$ cat config.mk
export PLATFORM = sky130hd
export DESIGN_NAME = key_edit
export DESIGN_NICKNAME = d
export VERILOG_FILES = /design/src/rtl/key_edit_pkg.sv /design/src/rtl/key_edit_blink.sv /design/src/rtl/key_edit.sv
export SDC_FILE = /design/constraint.sdc
export NUM_CORES = 1
export LEC_CHECK = 0
export BUFFER_PORTS_ARGS = -buffer_cell sky130_fd_sc_hd__buf_2
export CAP_MARGIN = 20
export CORE_ASPECT_RATIO = 0.8
export CORE_UTILIZATION = 59
export DETAILED_ROUTE_END_ITERATION = 12
export PLACE_DENSITY = 0.89
export SLEW_MARGIN = 20
export SYNTH_ARGS = -nofsm -noshare
export SYNTH_HDL_FRONTEND = slang
export SYNTH_SLANG_ARGS = --single-unit
$ cat constraint.sdc
create_clock -name clk -period 2.4 [get_ports clk]
set_clock_uncertainty 0.05 [all_clocks]
set_input_delay 0.12 -clock clk [delete_from_list [all_inputs] [get_ports clk]]
set_output_delay 0.12 -clock clk [all_outputs]
set_load 0.02 [all_outputs]
$ cat src/rtl/key_edit_pkg.sv
// Shared definitions for the key_edit block: key bit positions, FSM state
// encoding and wrapping single-digit BCD arithmetic.
package key_edit_pkg;

  localparam int K_MODE  = 0;
  localparam int K_LEFT  = 1;
  localparam int K_RIGHT = 2;
  localparam int K_UP    = 3;
  localparam int K_DOWN  = 4;
  localparam int K_CONF  = 5;

  typedef enum logic {
    IDLE = 1'b0,
    EDIT = 1'b1
  } state_t;

  // Out-of-range nibbles (10..15) behave like 9, so they land back in 0..9.
  function automatic logic [3:0] bcd_inc(input logic [3:0] nibble);
    return (nibble >= 4'd9) ? 4'd0 : nibble + 4'd1;
  endfunction

  function automatic logic [3:0] bcd_dec(input logic [3:0] nibble);
    if (nibble == 4'd0)
      return 4'd9;
    else if (nibble > 4'd9)
      return 4'd8;
    else
      return nibble - 4'd1;
  endfunction

endpackage

$ cat src/rtl/key_edit_blink.sv
// blink_gen: square wave with BLINK_DIV-cycle half-period while enabled.
// restart forces the phase back to "on" at the start of a half-period.
module blink_gen #(
  parameter int unsigned BLINK_DIV = 25000000
) (
  input  logic clk,
  input  logic rst,
  input  logic enable,
  input  logic restart,
  output logic blink
);

  localparam int unsigned CW = (BLINK_DIV > 1) ? $clog2(BLINK_DIV) : 1;
  localparam logic [CW-1:0] LAST = CW'(BLINK_DIV - 1);

  logic [CW-1:0] cnt_reg;

  always_ff @(posedge clk or posedge rst) begin
    if (rst) begin
      cnt_reg <= '0;
      blink   <= 1'b0;
    end else if (restart) begin
      cnt_reg <= '0;
      blink   <= 1'b1;
    end else if (!enable) begin
      cnt_reg <= '0;
      blink   <= 1'b0;
    end else if (cnt_reg == LAST) begin
      cnt_reg <= '0;
      blink   <= ~blink;
    end else begin
      cnt_reg <= cnt_reg + CW'(1);
    end
  end

endmodule

$ cat src/rtl/key_edit.sv
// key_edit: turns debounced key pulses into an editable, committable BCD value.
// Optional KEY_EDIT_TIMEOUT_EN cancels an edit after TIMEOUT key-free cycles.
module key_edit
  import key_edit_pkg::*;
#(
  parameter int unsigned DIGITS    = 4,
  parameter int unsigned BLINK_DIV = 25000000,
  parameter int unsigned TIMEOUT   = 250000000
) (
  input  logic                clk,
  input  logic                rst,
  input  logic [5:0]          key_pulse,
  output logic [4*DIGITS-1:0] value,
  output logic [4*DIGITS-1:0] work,
  output logic [DIGITS-1:0]   sel,
  output logic                editing,
  output logic                blink,
  output logic                done
);

  localparam int unsigned W = 4 * DIGITS;

  state_t            state_reg, state_next;
  logic [W-1:0]      value_reg, value_next;
  logic [W-1:0]      work_reg, work_next;
  logic [DIGITS-1:0] sel_reg, sel_next;
  logic              done_reg, done_next;
  logic              restart;
  logic              timeout_hit;

  logic [W-1:0]      work_inc, work_dec;
  logic [DIGITS-1:0] sel_left, sel_right;

  genvar gi;
  generate
    for (gi = 0; gi < DIGITS; gi++) begin : g_digit
      assign work_inc[4*gi +: 4] = sel_reg[gi] ? bcd_inc(work_reg[4*gi +: 4]) : work_reg[4*gi +: 4];
      assign work_dec[4*gi +: 4] = sel_reg[gi] ? bcd_dec(work_reg[4*gi +: 4]) : work_reg[4*gi +: 4];
    end

    if (DIGITS > 1) begin : g_rot
      assign sel_left  = {sel_reg[DIGITS-2:0], sel_reg[DIGITS-1]};
      assign sel_right = {sel_reg[0], sel_reg[DIGITS-1:1]};
    end else begin : g_no_rot
      assign sel_left  = sel_reg;
      assign sel_right = sel_reg;
    end
  endgenerate

  always_comb begin
    state_next = state_reg;
    value_next = value_reg;
    work_next  = work_reg;
    sel_next   = sel_reg;
    done_next  = 1'b0;
    restart    = 1'b0;
    case (state_reg)
      IDLE: begin
        work_next = value_reg;
        if (key_pulse[K_MODE]) begin
          state_next = EDIT;
          sel_next   = DIGITS'(1);
          restart    = 1'b1;
        end
      end
      EDIT: begin
        // Single action per cycle, highest-priority key wins.
        if (key_pulse[K_MODE]) begin
          state_next = IDLE;
          work_next  = value_reg;
          sel_next   = '0;
        end else if (key_pulse[K_CONF]) begin
          state_next = IDLE;
          value_next = work_reg;
          done_next  = 1'b1;
          sel_next   = '0;
        end else if (key_pulse[K_UP]) begin
          work_next = work_inc;
          restart   = 1'b1;
        end else if (key_pulse[K_DOWN]) begin
          work_next = work_dec;
          restart   = 1'b1;
        end else if (key_pulse[K_LEFT]) begin
          sel_next = sel_left;
          restart  = 1'b1;
        end else if (key_pulse[K_RIGHT]) begin
          sel_next = sel_right;
          restart  = 1'b1;
        end else if (timeout_hit) begin
          state_next = IDLE;
          work_next  = value_reg;
          sel_next   = '0;
        end
      end
      default: begin
        state_next = IDLE;
        sel_next   = '0;
      end
    endcase
  end

  always_ff @(posedge clk or posedge rst) begin
    if (rst) begin
      state_reg <= IDLE;
      value_reg <= '0;
      work_reg  <= '0;
      sel_reg   <= '0;
      done_reg  <= 1'b0;
    end else begin
      state_reg <= state_next;
      value_reg <= value_next;
      work_reg  <= work_next;
      sel_reg   <= sel_next;
      done_reg  <= done_next;
    end
  end

`ifdef KEY_EDIT_TIMEOUT_EN
  localparam int unsigned TW = (TIMEOUT > 1) ? $clog2(TIMEOUT) : 1;
  logic [TW-1:0] idle_cnt_reg;

  assign timeout_hit = (state_reg == EDIT) && (idle_cnt_reg == TW'(TIMEOUT - 1));

  // Any honoured key, entry into EDIT or leaving EDIT rearms the inactivity count.
  always_ff @(posedge clk or posedge rst) begin
    if (rst)
      idle_cnt_reg <= '0;
    else if (state_next != EDIT || restart)
      idle_cnt_reg <= '0;
    else
      idle_cnt_reg <= idle_cnt_reg + TW'(1);
  end
`else
  logic unused_timeout;
  assign timeout_hit    = 1'b0;
  assign unused_timeout = (TIMEOUT == 0);
`endif

  blink_gen #(
    .BLINK_DIV(BLINK_DIV)
  ) u_blink (
    .clk    (clk),
    .rst    (rst),
    .enable (state_next == EDIT),
    .restart(restart),
    .blink  (blink)
  );

  assign value   = value_reg;
  assign work    = work_reg;
  assign sel     = sel_reg;
  assign editing = (state_reg == EDIT);
  assign done    = done_reg;

endmodule

==> results.yml <==
yosys:
  synth_area_leaders: "dfrtp_1, o21ai_0, ha_1, nand2_1, a21oi_1"
  syn_inst: 424
  synth_cell_type_count: 60
  yosysWarnings: 0
  synth_top_area_cell: "dfrtp_1"
  yosys_most_used_dff: "dfrtp_1"
  syn_area_per_cell_um2: 9.12
  synth_seq_cells: 64
  syn_nets: 446
  ys_async_sr_fraction_pct: 100
  ys_seq_area_share_pct: 41.4
  syn-cell-area_um2: 3870
  synth_top_area_share_pct: 41.4
  synth-edff-count: 0
power_and_ir_drop:
  p_int_w: 0.00213
  switching_share_pct: 34.8
  combPwrFrac_pct: 28.3
  switchingPower_w: 0.00114
  powerDensity_nw_per_um2: 748
  vdd.ir_drop.worst_v: 0.000411
  power_leakage_nw: 1.95
  pwr-share-seq_pct: 42.5
  clkPwrFrac_pct: 29.2
floorplan:
  initial_core_util_pct: 63.4
  fp.coreArea_um2: 6100
  die_w_um: 92.5
  num_rows: 25
  io_pins: 47
  die_area_um2: 6880
  fp.dieH_um: 74.4
layout:
  fillers: 474
  seq_area_um2: 1600
  layout_common_cells: "dfrtp_1, o21ai_0, buf_2"
  drive_gt1_share_pct: 19.0
  antennaDiodeCount: 0
  nNetsFinal: 491
  multiInputGateArea_um2: 2100
  area_growth_pct: 12.8
  largest_reg_flops: 25
  final_common_cell: "dfrtp_1"
sta:
  whs_ns: 0.0470
  worst_pin_slew_ns: 0.809
  slew_headroom_pct: 46.1
  setup_viol: 0
  grt_setup_unrepaired: "false"
  fin_setup_tns_ns: 0
  hold_viol: 0
  timing.fmax_mhz: 493
  period_needed_ns: 2.03
  post-route-period-util_pct: 84.5
  slew_violations: 0
grt:
  globalRoute.totalOverflow: 0
  grt_pass1_vias: 3096
  grt_usage_pct: 28.2
  grt_start_max_net_pins: 65
  grt_pass1_wl_um: 14900
  antenna_found_initial: 0
route:
  firstDrtPassIters: 5
  vias: 3432
  ant_nets: 0
  via_per_inst: 6.19
  routed_wl_um: 9300
  drt-initial-drc-count: 342
  post-route-drc-count: 0
  wl_per_cell_um: 16.8
min_path:
  hold_path_depth: 3
  hold_path_class: "primary input to register"
clocking:
  root_buffer: "clkbuf_8"
  clk_pin_slew_ns: 0.07
  postCtsSetupRepairBufs: 0
  clock_path_buffers: 2
  numCtsBuffers: 9
  cts_tree: "done"
  clock_latency_ns: 0.34
  clock_sinks: 64
  htree_levels: 3
critical_path:
  crit_type: "register to register"
  reg2reg_depth: 6
  cp-start-kind: "register"
  cp.required_ns: 2.61
  worstSetupEndpointType: "register"
  crit_arrival_ns: 2.24
  crit_fanout: 6
flow_run:
  drv_cap: 0
place:
  hpwl_um: 6240
  routabilityCongestion: 0.920
  port_buffers: 46
status:
  outcome: "finished, final reports clean"
cell usage after synthesis (all sizes together), types with 2 or more instances:
| cell type | n |
|---|---|
| and3 | 5 |
| nor4bb | 2 |
| dfrtp | 64 |
| o311ai | 3 |
| a31oi | 2 |
| or3b | 3 |
| and2 | 7 |
| o21ai | 52 |
| mux2 | 10 |
| ha | 14 |
| nor2b | 4 |
| nor2 | 32 |
| o2111a | 2 |
| o211ai | 4 |
| nand3b | 2 |
| a21oi | 29 |
| a211oi | 2 |
| nor4b | 5 |
| mux2i | 6 |
| o311a | 4 |
| nand3 | 9 |
| o31ai | 5 |
| a221oi | 2 |
| nor3b | 4 |
| o21ba | 5 |
| a311oi | 3 |
| o31a | 2 |
| and4 | 4 |
| clkbuf | 12 |
| nand2 | 43 |
| buf | 6 |
| or3 | 6 |
| and4b | 2 |
| o21bai | 3 |
| xor2 | 13 |
| nor3 | 3 |
| or4 | 5 |
| nand2b | 3 |
| nand4 | 11 |
| inv | 19 |
| xnor2 | 2 |
final timing paths:
kind	startpoint	endpoint	slack [ns]
max	work[12]	work[12]	0.37
min	key_pulse[4]	u_blink.cnt_reg[4]	0.05
max reg2reg	work[12]	work[12]	0.37
min reg2reg	u_blink.cnt_reg[0]	u_blink.cnt_reg[0]	0.45
max in group asynchronous	rst	value[9]	1.25
min in group asynchronous	rst	value[14]	0.51
worst max-delay path: stages, from the launching register on:
cell     delay, ns
dfrtp_1       0.43
inv_1         0.18
ha_1          0.26
or3b_2        0.46
a21oi_1       0.25
o21ai_0       0.14
a31oi_1       0.18
area by class of cell:
type / instances / area share, %
clock buffer: 12 / 3.79
tap: 81 / 2.32
inverter: 20 / 1.72
timing repair buffer: 52 / 6.37
clock inverter: 3 / 0.918
sequential: 64 / 36.7
multi-input combinational: 322 / 48.2
metal layers:
layer  track usage, %  vias up  routed length (um)
met3             7.26       16                 750
met1             38.9     1635                4080
met5                0        -                   0
li1                 -     1637                   -
met2             43.1      144                4320
met4             11.3        0                 151
logic make-up after synthesis:
group                      after synthesis  share of synthesized area [%]
xor gates and xnor gates                15                           3.40
adders and majority gates               14                           4.53
AOI/OAI and AO/OA                      124                           20.2
DFF                                     64                           41.4
muxes                                   16                           4.46
and+or+nand+nor                        153                           21.7
buffers and inverters                   38                           4.27
power groups by stage:
stage / clock network, W / logic, W / registers, W
floorplan: 0 / 0.000542 / 0.00149
global placement: 0 / 0.000882 / 0.00139
detailed placement: 0 / 0.000910 / 0.00140
CTS: 0.000974 / 0.000922 / 0.00138
global route: 0.00102 / 0.00102 / 0.00141
finish: 0.000953 / 0.000923 / 0.00139
stage by stage:
step           util (%)  power (W)  cells  instance area (um^2)  setup slack [ns]
4_1_cts            71.5    0.00328    554                  4360             0.382
5_1_grt            71.5    0.00344    554                  4360             0.240
3_5_place_dp       68.0    0.00231    538                  4150             0.400
2_1_floorplan         -    0.00203    424                  3870             0.522
3_3_place_gp       68.0    0.00227    538                  4150             0.507
6_report           71.5    0.00326    554                  4360             0.372
what timing repair did:
action                                 4_1_cts  5_1_grt
endpoints found under the hold margin       58        0
resized for setup                            0        0
hold buffers                                 1        0
Power figures use the tool's default switching activity.
